===== src/rtl/fib_pkg.sv =====
// rtl/fib_pkg.sv - shared Fibonacci types and constants for the generator and index finder.
package fib_pkg;

  typedef enum logic [1:0] {
    IDLE = 2'd0,
    RUN  = 2'd1,
    DONE = 2'd2
  } fib_state_t;

  // Largest n with F(n) < 2^32; the search for an all-ones target ends here.
  localparam int F_MAX_INDEX_W32 = 47;

  localparam int F_ZERO = 0;
  localparam int F_ONE  = 1;

endpackage


===== src/rtl/fib_index_finder_if.sv =====
// rtl/fib_index_finder_if.sv - request/result bundle for fib_index_finder (FIB_INDEX_FINDER_FLOOR_EN adds floor/remainder).
interface fib_index_finder_if #(
  parameter int W  = 32,
  parameter int NW = 16
);

  logic          start;
  logic [W-1:0]  target;
  logic          busy;
  logic          done;
  logic [NW-1:0] n;
  logic          exact;
`ifdef FIB_INDEX_FINDER_FLOOR_EN
  logic [W-1:0]  fib_floor;
  logic [W-1:0]  remainder;

  modport master (output start, target, input busy, done, n, exact, fib_floor, remainder);
  modport slave  (input start, target, output busy, done, n, exact, fib_floor, remainder);
`else
  modport master (output start, target, input busy, done, n, exact);
  modport slave  (input start, target, output busy, done, n, exact);
`endif

endinterface


===== src/rtl/fib_step.sv =====
// rtl/fib_step.sv - registered Fibonacci advance: (a, b, idx) -> (b, a+b, idx+1).
module fib_step
  import fib_pkg::*;
#(
  parameter int W  = 32,
  parameter int NW = 16
) (
  input  logic          clk,
  input  logic          reset,
  input  logic          init,
  input  logic          adv,
  output logic [W:0]    a,
  output logic [W:0]    b,
  output logic [NW-1:0] idx
);

  localparam int WA = W + 1;

  // One extra bit keeps F(48) and F(49) from wrapping at W=32.
  always_ff @(posedge clk) begin
    if (reset) begin
      a   <= '0;
      b   <= '0;
      idx <= '0;
    end else if (init) begin
      a   <= WA'(F_ZERO);
      b   <= WA'(F_ONE);
      idx <= '0;
    end else if (adv) begin
      a   <= b;
      b   <= a + b;
      idx <= idx + NW'(1);
    end
  end

endmodule


===== src/rtl/fib_index_finder.sv =====
// rtl/fib_index_finder.sv - finds largest n with F(n) <= target, one step per clock.
// Optional floor/remainder outputs under FIB_INDEX_FINDER_FLOOR_EN.
module fib_index_finder
  import fib_pkg::*;
#(
  parameter int W  = 32,
  parameter int NW = 16
) (
  input  logic              clk,
  input  logic              reset,
  fib_index_finder_if.slave bus
);

  fib_state_t    state;
  logic [W-1:0]  tgt;
  logic [W:0]    tgt_ext;
  logic [W:0]    a;
  logic [W:0]    b;
  logic [NW-1:0] idx;
  logic          init;
  logic          adv;

  assign tgt_ext = {1'b0, tgt};
  assign init    = (state == IDLE) && bus.start;
  assign adv     = (state == RUN) && (a < tgt_ext);

  fib_step #(
    .W  (W),
    .NW (NW)
  ) u_step (
    .clk   (clk),
    .reset (reset),
    .init  (init),
    .adv   (adv),
    .a     (a),
    .b     (b),
    .idx   (idx)
  );

`ifdef FIB_INDEX_FINDER_FLOOR_EN
  // On overshoot a=F(idx), b=F(idx+1), so the floor value F(idx-1) is b-a.
  logic [W:0] prev;
  assign prev = b - a;
`else
  logic unused_b;
  assign unused_b = ^b;
`endif

  always_ff @(posedge clk) begin
    if (reset) begin
      state     <= IDLE;
      tgt       <= '0;
      bus.busy  <= 1'b0;
      bus.done  <= 1'b0;
      bus.n     <= '0;
      bus.exact <= 1'b0;
`ifdef FIB_INDEX_FINDER_FLOOR_EN
      bus.fib_floor <= '0;
      bus.remainder <= '0;
`endif
    end else begin
      case (state)
        IDLE: begin
          bus.done <= 1'b0;
          if (bus.start) begin
            tgt      <= bus.target;
            bus.busy <= 1'b1;
            state    <= RUN;
          end
        end
        RUN: begin
          if (a == tgt_ext) begin
            bus.n     <= idx;
            bus.exact <= 1'b1;
            bus.busy  <= 1'b0;
            bus.done  <= 1'b1;
            state     <= DONE;
`ifdef FIB_INDEX_FINDER_FLOOR_EN
            bus.fib_floor <= tgt;
            bus.remainder <= '0;
`endif
          end else if (a > tgt_ext) begin
            bus.n     <= idx - NW'(1);
            bus.exact <= 1'b0;
            bus.busy  <= 1'b0;
            bus.done  <= 1'b1;
            state     <= DONE;
`ifdef FIB_INDEX_FINDER_FLOOR_EN
            bus.fib_floor <= prev[W-1:0];
            bus.remainder <= tgt - prev[W-1:0];
`endif
          end
        end
        DONE: begin
          bus.done <= 1'b0;
          state    <= IDLE;
        end
        default: begin
          bus.busy <= 1'b0;
          bus.done <= 1'b0;
          state    <= IDLE;
        end
      endcase
    end
  end

endmodule

===== src/flat_wrapper.sv =====
// flat-port wrapper written by rule: the top's interface ports become plain ports
module fib_index_finder_flat import fib_pkg::*;
#(
  parameter int W  = 32,
  parameter int NW = 16
)
  (clk, reset, bus_start, bus_target, bus_busy, bus_done, bus_n, bus_exact);
  fib_index_finder_if #(.W(W), .NW(NW)) bus_i ();
  input  logic clk;
  input  logic reset;
  input wire logic [$bits(bus_i.start)-1:0] bus_start;
  input wire logic [$bits(bus_i.target)-1:0] bus_target;
  output wire logic [$bits(bus_i.busy)-1:0] bus_busy;
  output wire logic [$bits(bus_i.done)-1:0] bus_done;
  output wire logic [$bits(bus_i.n)-1:0] bus_n;
  output wire logic [$bits(bus_i.exact)-1:0] bus_exact;
  assign bus_i.start = bus_start;
  assign bus_i.target = bus_target;
  assign bus_busy = bus_i.busy;
  assign bus_done = bus_i.done;
  assign bus_n = bus_i.n;
  assign bus_exact = bus_i.exact;
  fib_index_finder #(.W(W), .NW(NW)) u_core (.clk(clk), .reset(reset), .bus(bus_i));
endmodule

===== config.mk =====
export PLATFORM = sky130hd
export DESIGN_NAME = fib_index_finder_flat
export DESIGN_NICKNAME = d
export VERILOG_FILES = /design/src/rtl/fib_pkg.sv /design/src/rtl/fib_index_finder_if.sv /design/src/rtl/fib_step.sv /design/src/rtl/fib_index_finder.sv /design/src/flat_wrapper.sv
export SDC_FILE = /design/constraint.sdc
export NUM_CORES = 1
export LEC_CHECK = 0
export ABC_AREA = 1
export BUFFER_PORTS_ARGS = -buffer_cell sky130_fd_sc_hd__buf_2
export CAP_MARGIN = 20
export CORE_AREA = 2 2 142 144
export CTS_CLUSTER_SIZE = 25
export DETAILED_ROUTE_END_ITERATION = 8
export DIE_AREA = 0 0 144 146
export PLACE_DENSITY_LB_ADDON = 0.1
export SETUP_SLACK_MARGIN = 0.2
export SYNTH_ARGS = -nofsm -noshare
export SYNTH_HDL_FRONTEND = slang
export SYNTH_SLANG_ARGS = --single-unit

===== constraint.sdc =====
create_clock -name clk -period 3.8 [get_ports clk]
set_input_delay 0.38 -clock clk [delete_from_list [all_inputs] [get_ports clk]]
set_output_delay 0.38 -clock clk [all_outputs]
set_load 0.005 [all_outputs]

==> qor.yml, run 1 <==
max_slew_margin_pct: 42.1
synthSimpleGateAreaFrac_pct: 30.8
clock_path_buffers: 2
crit_type: "reg -> reg"
tightest_slew_ns: 0.869
grt_pass1_vias: 7527
start_util_pct: 44.5
p_switching_mw: 0.942
holdBufCountCts: 0
tritoncts: "yes"
ys_seq_area_share_pct: 31.4
wire_per_inst_um: 13.8
routed_wl_um: 22700
synth_top_family_by_area: "simple AND/OR/NAND/NOR gates"
period_minus_slack_ns: 2.67
final_nets: 1466
muxShareOfSynthArea_pct: 0
dp.final_hpwl_um: 17200
min_path_type: "in -> reg"
area_delta_synth_final_pct: 11.7
end_kind: "flop"
fin_skew_ns: 0.0132
worstPathMaxFanout: 79
synthCells: 1332
dp_slack_ns: 1.11
drc: 0
placement.io_buffers: 53
drtPass1Iterations: 5
swShare_pct: 26.7
post-route-util_pct: 49.7
setup_viol: 0
stdcell_count: 1640
p_per_area_nw_per_um2: 368
rsz0062_at_grt: "no"
insertion_delay_ns: 0.42
vdd_drop_max_mv: 0.344
period_share_pct: 70.3
antenna_cells: 0
synth_cell_type_count: 32
cts-buffers-inserted: 17
slew_violations: 0
die_width_um: 144
syn-num-nets: 1434
num_vias: 8088
total_power_mw: 3.54
coreArea_um2: 19300
internal-power_mw: 2.59
die_h_um: 146
ys_warn_count: 0
synth-compound-area-share_pct: 14.2
drv_cap: 0
antenna_found_initial: 0
grtUsageTotal_pct: 22.3
routed_via_density: 4.93
ys_ff_latch: 135
cts.sinks: 135
mostFrequentLayoutCells: "411 x nand2_1, 155 x a21oi_1, 142 x inv_1, 135 x dfxtp_1, 134 x nor2_1"
clockRootBuffer: "clkbuf_16"
final_common_cell: "nand2_1"
antenna_left: 0
initialDrtViolationCount: 458
required_ns: 4.14
arrival_ns: 3.01
rows: 51
fin_ws_ns: 1.13
grt_remaining_overflow: 0
synth_xor_area_share_pct: 4.38
ios: 54
grt_pass1_wl_um: 37500
fin_setup_tns_ns: 0
hold_violations: 0
status: "finished clean"
dp_cells: 1610
synth_fa_ha_area_share_pct: 9.84
grt_max_degree: 80
cts_setup_buffers: 0
syn_avg_cell_area_um2: 6.45
path_clk_slew_ns: 0.06
p_clk_share_pct: 46.2
p_comb_share_pct: 11.7
share_seq_of_total_power_pct: 42.1
n_fill_cell: 2073
ctsResizeCount: 0
synth_area_um2: 8600
dieArea_um2: 21000
place_congestion: 0.895
cp-start-kind: "flop"
leakagePower_nw: 4.58
drive_gt1_share_pct: 7.78
max_freq_ghz: 0.375
htreeDepth: 4
==> final timing paths <==
check / end / slack [ns] / depth (start not counted) / start
worst max-delay path: u_core.u_step.idx[0] / 1.13 / 13 / u_core.tgt[16]
worst min register to register: u_core.tgt[30] / 0.46 / 2 / u_core.tgt[30]
worst max register to register: u_core.u_step.idx[0] / 1.13 / 13 / u_core.tgt[16]
worst min-delay path: u_core.bus.exact / 0.17 / 2 / reset
==> cells by family (layout without fill, tap and decap cells) <==
kind of cell,Yosys count,in the layout
fa+ha+maj,67,67
buf+inv,199,242
simple gates,649,649
xor+xnor,43,43
flops,135,135
compound gates,239,239
==> critical path, stage by stage, from the launching register on <==
cell and delay [ns]:
dfxtp_1 0.30, inv_1 0.05, ha_1 0.33, nand2_1 0.08, nor2_1 0.15, inv_1 0.07
nor2_1 0.18, nand2_1 0.08, nand3_1 0.10, nand2_1 0.13, nand3_2 0.10, buf_4 0.66
nand2_1 0.12, a21oi_1 0.18
==> synth_stat cells (all sizes together) <==
cell | n | share of area, %
nand3 | 49 | 3.0
fa | 1 | 0.23
nand3b | 14 | 1.2
a21oi | 155 | 9.0
xor2 | 38 | 3.9
dfxtp | 135 | 31
ha | 66 | 9.6
or2 | 1 | 0.073
inv | 149 | 6.5
a21o | 2 | 0.17
nand4 | 13 | 0.95
o21ai | 75 | 4.4
o21a | 2 | 0.17
nand2 | 412 | 18
and2 | 1 | 0.073
xnor2 | 5 | 0.51
nor3 | 20 | 1.2
buf | 22 | 1.6
nor2 | 135 | 5.9
nor4 | 3 | 0.22
and3 | 1 | 0.073
o21bai | 5 | 0.44
clkbuf | 28 | 1.2
==> registers in the layout, indices dropped and copies added (netlist names) <==
signal	flops
u_core.u_step.a	33
u_core.tgt	32
u_core.bus.exact	1
u_core.bus.n	16
u_core.bus.busy	1
u_core.bus.done	1
u_core.state	2
u_core.u_step.b	33
u_core.u_step.idx	16
==> per-stage QoR <==
stage / hold slack, ns / area [µm²]
floorplan: 0.432 / 8600
global placement: 0.448 / 9020
detailed placement: 0.456 / 9020
CTS: 0.161 / 9600
global route: 0.154 / 9600
finish: 0.173 / 9600
==> power groups by stage <==
stage	logic, mW	clock network (mW)	registers [mW]
after floorplan	0.315	0	1.51
after global placement	0.414	0	1.52
after detailed placement	0.420	0	1.52
after CTS	0.420	1.67	1.49
after global routing	0.480	1.73	1.49
final	0.415	1.63	1.49
==> cell type report <==
type	instances	area, µm²	share of cell area (%)
multi-input combinational	998	5090	53.0
clock inverter	11	126	1.32
sequential	135	2700	28.1
tap	265	332	3.45
inverter	149	559	5.82
timing repair buffer	63	340	3.54
clock buffer	19	453	4.72
==> routing by layer <==
layer / vias to the layer above / share of wire (%) / track usage, %
met5: - / 0 / 0
met2: 109 / 46 / 36.4
li1: 4334 / - / -
met1: 3633 / 51 / 31.1
met4: 0 / 0.81 / 4.75
met3: 12 / 2.8 / 3.46
Power figures use the tool's default switching activity.
==> run 2: changes to the inputs <==
--- a/config.mk
+++ b/config.mk
@@ -5,13 +5,13 @@
 export SDC_FILE = /design/constraint.sdc
 export NUM_CORES = 1
 export LEC_CHECK = 0
-export ABC_AREA = 1
+export ABC_AREA = 0
 export BUFFER_PORTS_ARGS = -buffer_cell sky130_fd_sc_hd__buf_2
 export CAP_MARGIN = 20
-export CORE_AREA = 2 2 142 144
+export CORE_AREA = 2 2 133 135
 export CTS_CLUSTER_SIZE = 25
 export DETAILED_ROUTE_END_ITERATION = 8
-export DIE_AREA = 0 0 144 146
+export DIE_AREA = 0 0 135 137
 export PLACE_DENSITY_LB_ADDON = 0.1
 export SETUP_SLACK_MARGIN = 0.2
 export SYNTH_ARGS = -nofsm -noshare
==> constraint.sdc (replaced) <==
create_clock -name clk -period 2.63 [get_ports clk]
set_input_delay 0.263 -clock clk [delete_from_list [all_inputs] [get_ports clk]]
set_output_delay 0.263 -clock clk [all_outputs]
set_load 0.005 [all_outputs]
==> qor.yml, run 2 <==
synthCells: 950
rows: 48
htreeDepth: 4
fin_area_um2: 10900
worstPathCellList: "ha_1, nand4_1, nor4_4, buf_4, buf_6, nand2_4, nand2_4, or4_4, buf_12, nor2b_4, xnor2_2, a211oi_2"
mostFrequentLayoutCells: "170 x nand2_1, 102 x a21oi_1, 81 x dfxtp_1, 61 x buf_4, 53 x buf_2"
initialDrtViolationCount: 415
placement.io_buffers: 53
grt_remaining_overflow: 0
setup_viol: 0
status: "finished clean"
async_flop_share_pct: 0
drtPass1Iterations: 4
grt_pass1_wl_um: 32000
ys_warn_count: 0
largestRegisters: "u_core.u_step.a (33), u_core.u_step.b (33), u_core.tgt (32)"
cts.sinks: 135
worstPathMaxFanout: 4
synth_edf_count: 0
wire_per_inst_um: 16.1
insertion_delay_ns: 0.43
synth.most_common_cell: "nand2_1"
crit_top_cell: "nand2_4"
critical_path_buf_inv_count: 3
min_from: "bus_target[30]"
p_clk_share_pct: 43.5
share_seq_of_total_power_pct: 38.8
min_path_type: "in -> reg"
antenna_cells: 0
clockRootBuffer: "clkbuf_16"
arrival_ns: 2.94
placed_area_um2: 8480
tritoncts: "yes"
coreArea_um2: 17100
hold_violations: 0
crit_type: "reg -> reg"
synth_cell_type_count: 62
cts-buffers-inserted: 17
synth_area_um2: 7570
clock_path_buffers: 2
max_freq_ghz: 0.386
drc: 0
path_clk_slew_ns: 0.06
period_minus_slack_ns: 2.59
drive_gt1_share_pct: 39.9
dieArea_um2: 18500
grtUsageTotal_pct: 21.8
max_slew_margin_pct: 17.6
ios: 54
grt_max_degree: 52
cp-start-kind: "flop"
reg2reg_from: "u_core.u_step.a[17]"
holdBufCountCts: 0
start_util_pct: 44.4
rsz0062_at_grt: "yes"
p_comb_share_pct: 17.7
period_share_pct: 98.4
ys_ff_latch: 135
ys_seq_area_share_pct: 35.7
critPathTopFamily: "simple AND/OR/NAND/NOR gates"
antenna_found_initial: 0
p_per_area_nw_per_um2: 504
cpMaxStageDelayCell: "or4_4"
end_kind: "flop"
die_width_um: 135
dp.final_hpwl_um: 13100
synth.top_cell.area_share_pct: 35.7
grt_pass1_vias: 6498
p_switching_mw: 1.45
syn-num-nets: 1052
fin_setup_tns_ns: 0
routed_wl_um: 21200
final_nets: 1179
leakagePower_nw: 4.56
synth_top_area_cell: "dfxtp_1"
place_congestion: 0.783
final_common_cell: "nand2_1"
die_h_um: 137
swShare_pct: 26.4
internal-power_mw: 4.05
required_ns: 2.98
num_vias: 7020
synthFlopType: "dfxtp_1"
routed_via_density: 5.34
slew_violations: 0
startpoint: "u_core.u_step.a[17]"
yosys-top-cells-area: "dfxtp_1 36%, ha_1 11%, nand2_1 10%"
area_delta_synth_final_pct: 44.2
drv_cap: 0
tightest_slew_ns: 1.23
critical-path-max-stage-delay_ns: 0.60
syn_avg_cell_area_um2: 7.97
netlist_top_cells_count: "204 x nand2_1, 135 x dfxtp_1, 120 x a21oi_1"
n_fill_cell: 1469
vdd_drop_max_mv: 0.514
fin_skew_ns: 0.00977
antenna_left: 0
## run 2: cell count changes in the layout (fill, tap and decap cells not counted), sizes merged, moves of 23 or more
| cell | previous run | this run |
|---|---|---|
| nand2 | 412 | 205 |
| a211oi | 0 | 23 |
| nor2 | 135 | 56 |
| xnor2 | 5 | 28 |
| a21oi | 155 | 122 |
| buf | 63 | 155 |
| o21ai | 75 | 31 |
| nand3 | 49 | 12 |
| inv | 150 | 41 |
## run 2: final timing paths
| kind | endpoint | slack, ns | cells past startpoint |
|---|---|---|---|
| worst max-delay path | u_core.bus.n[12] | 0.04 | 12 |
| worst min-delay path | u_core.tgt[30] | 0.06 | 3 |
| worst max register to register | u_core.bus.n[12] | 0.04 | 12 |
| worst min register to register | u_core.tgt[5] | 0.45 | 2 |
## run 2: what timing repair did
| action | CTS | global route |
|---|---|---|
| hold endpoints to repair | 0 | 0 |
| setup buffers | 12 | 19 |
| endpoints found under the setup margin | 103 | 98 |
| pin swaps | 31 | 87 |
| gates cloned | 5 | 6 |
| gates resized for setup | 103 | 224 |
## run 2: final cells by class
cell class / instances / area, µm² / share of cell area [%]
clock buffer: 24 / 492 / 4.51
clock inverter: 7 / 93.8 / 0.860
multi-input combinational: 723 / 5670 / 52.0
tap: 225 / 282 / 2.58
timing repair buffer: 159 / 1440 / 13.2
sequential: 135 / 2780 / 25.4
inverter: 41 / 154 / 1.41
## run 2: stage by stage
stage          setup WS, ns  utilization [%]  cells  power [mW]  hold slack (ns)
5_1_grt             -0.0807             64.0   1314        5.72           0.0494
6_report             0.0423             64.0   1314        5.50           0.0595
2_1_floorplan         0.146                -    950        2.52            0.399
3_3_place_gp        -0.0798             49.7   1241        2.76            0.444
3_5_place_dp         -0.154             49.7   1241        2.77            0.448
4_1_cts              0.0448             56.9   1289        5.29           0.0447
## run 2: worst reg2reg max path, delay by kind of cell (launching register included)
kind                       cells  cell delay (ns)
xor gates and xnor gates       1             0.09
adders and majority gates      1             0.29
AOI/OAI and AO/OA              1             0.22
buffers and inverters          3             0.44
DFF                            1             0.35
and+or+nand+nor                6             1.13
## run 2: per-layer routing
metal / track usage [%] / wire length [µm] / vias up
met5: 0 / 0 / -
met4: 7.41 / 277 / 0
met3: 4.00 / 614 / 24
met2: 35.4 / 10200 / 105
met1: 29.0 / 10100 / 3328
li1: - / - / 3563
## run 2: logic make-up (layout without fill, tap and decap cells)
logic type               Yosys count  after routing  synth area share, %
AND/OR/NAND/NOR                  351            351                 21.0
multiplexers                       3              3                0.397
flip-flops                       135            135                 35.7
XOR/XNOR                          49             49                 5.67
adder cells (fa/ha/maj)           67             67                 11.2
buffers and inverters             92            231                 4.91
AO/OA/AOI/OAI                    253            253                 21.2
## run 2: power groups by stage
stage | Combinational (mW) | Sequential (mW) | Clock (mW)
6_report | 0.972 | 2.14 | 2.39
5_1_grt | 1.05 | 2.14 | 2.53
4_1_cts | 0.726 | 2.13 | 2.44
3_5_place_dp | 0.596 | 2.17 | 0
3_3_place_gp | 0.593 | 2.17 | 0
2_1_floorplan | 0.357 | 2.17 | 0
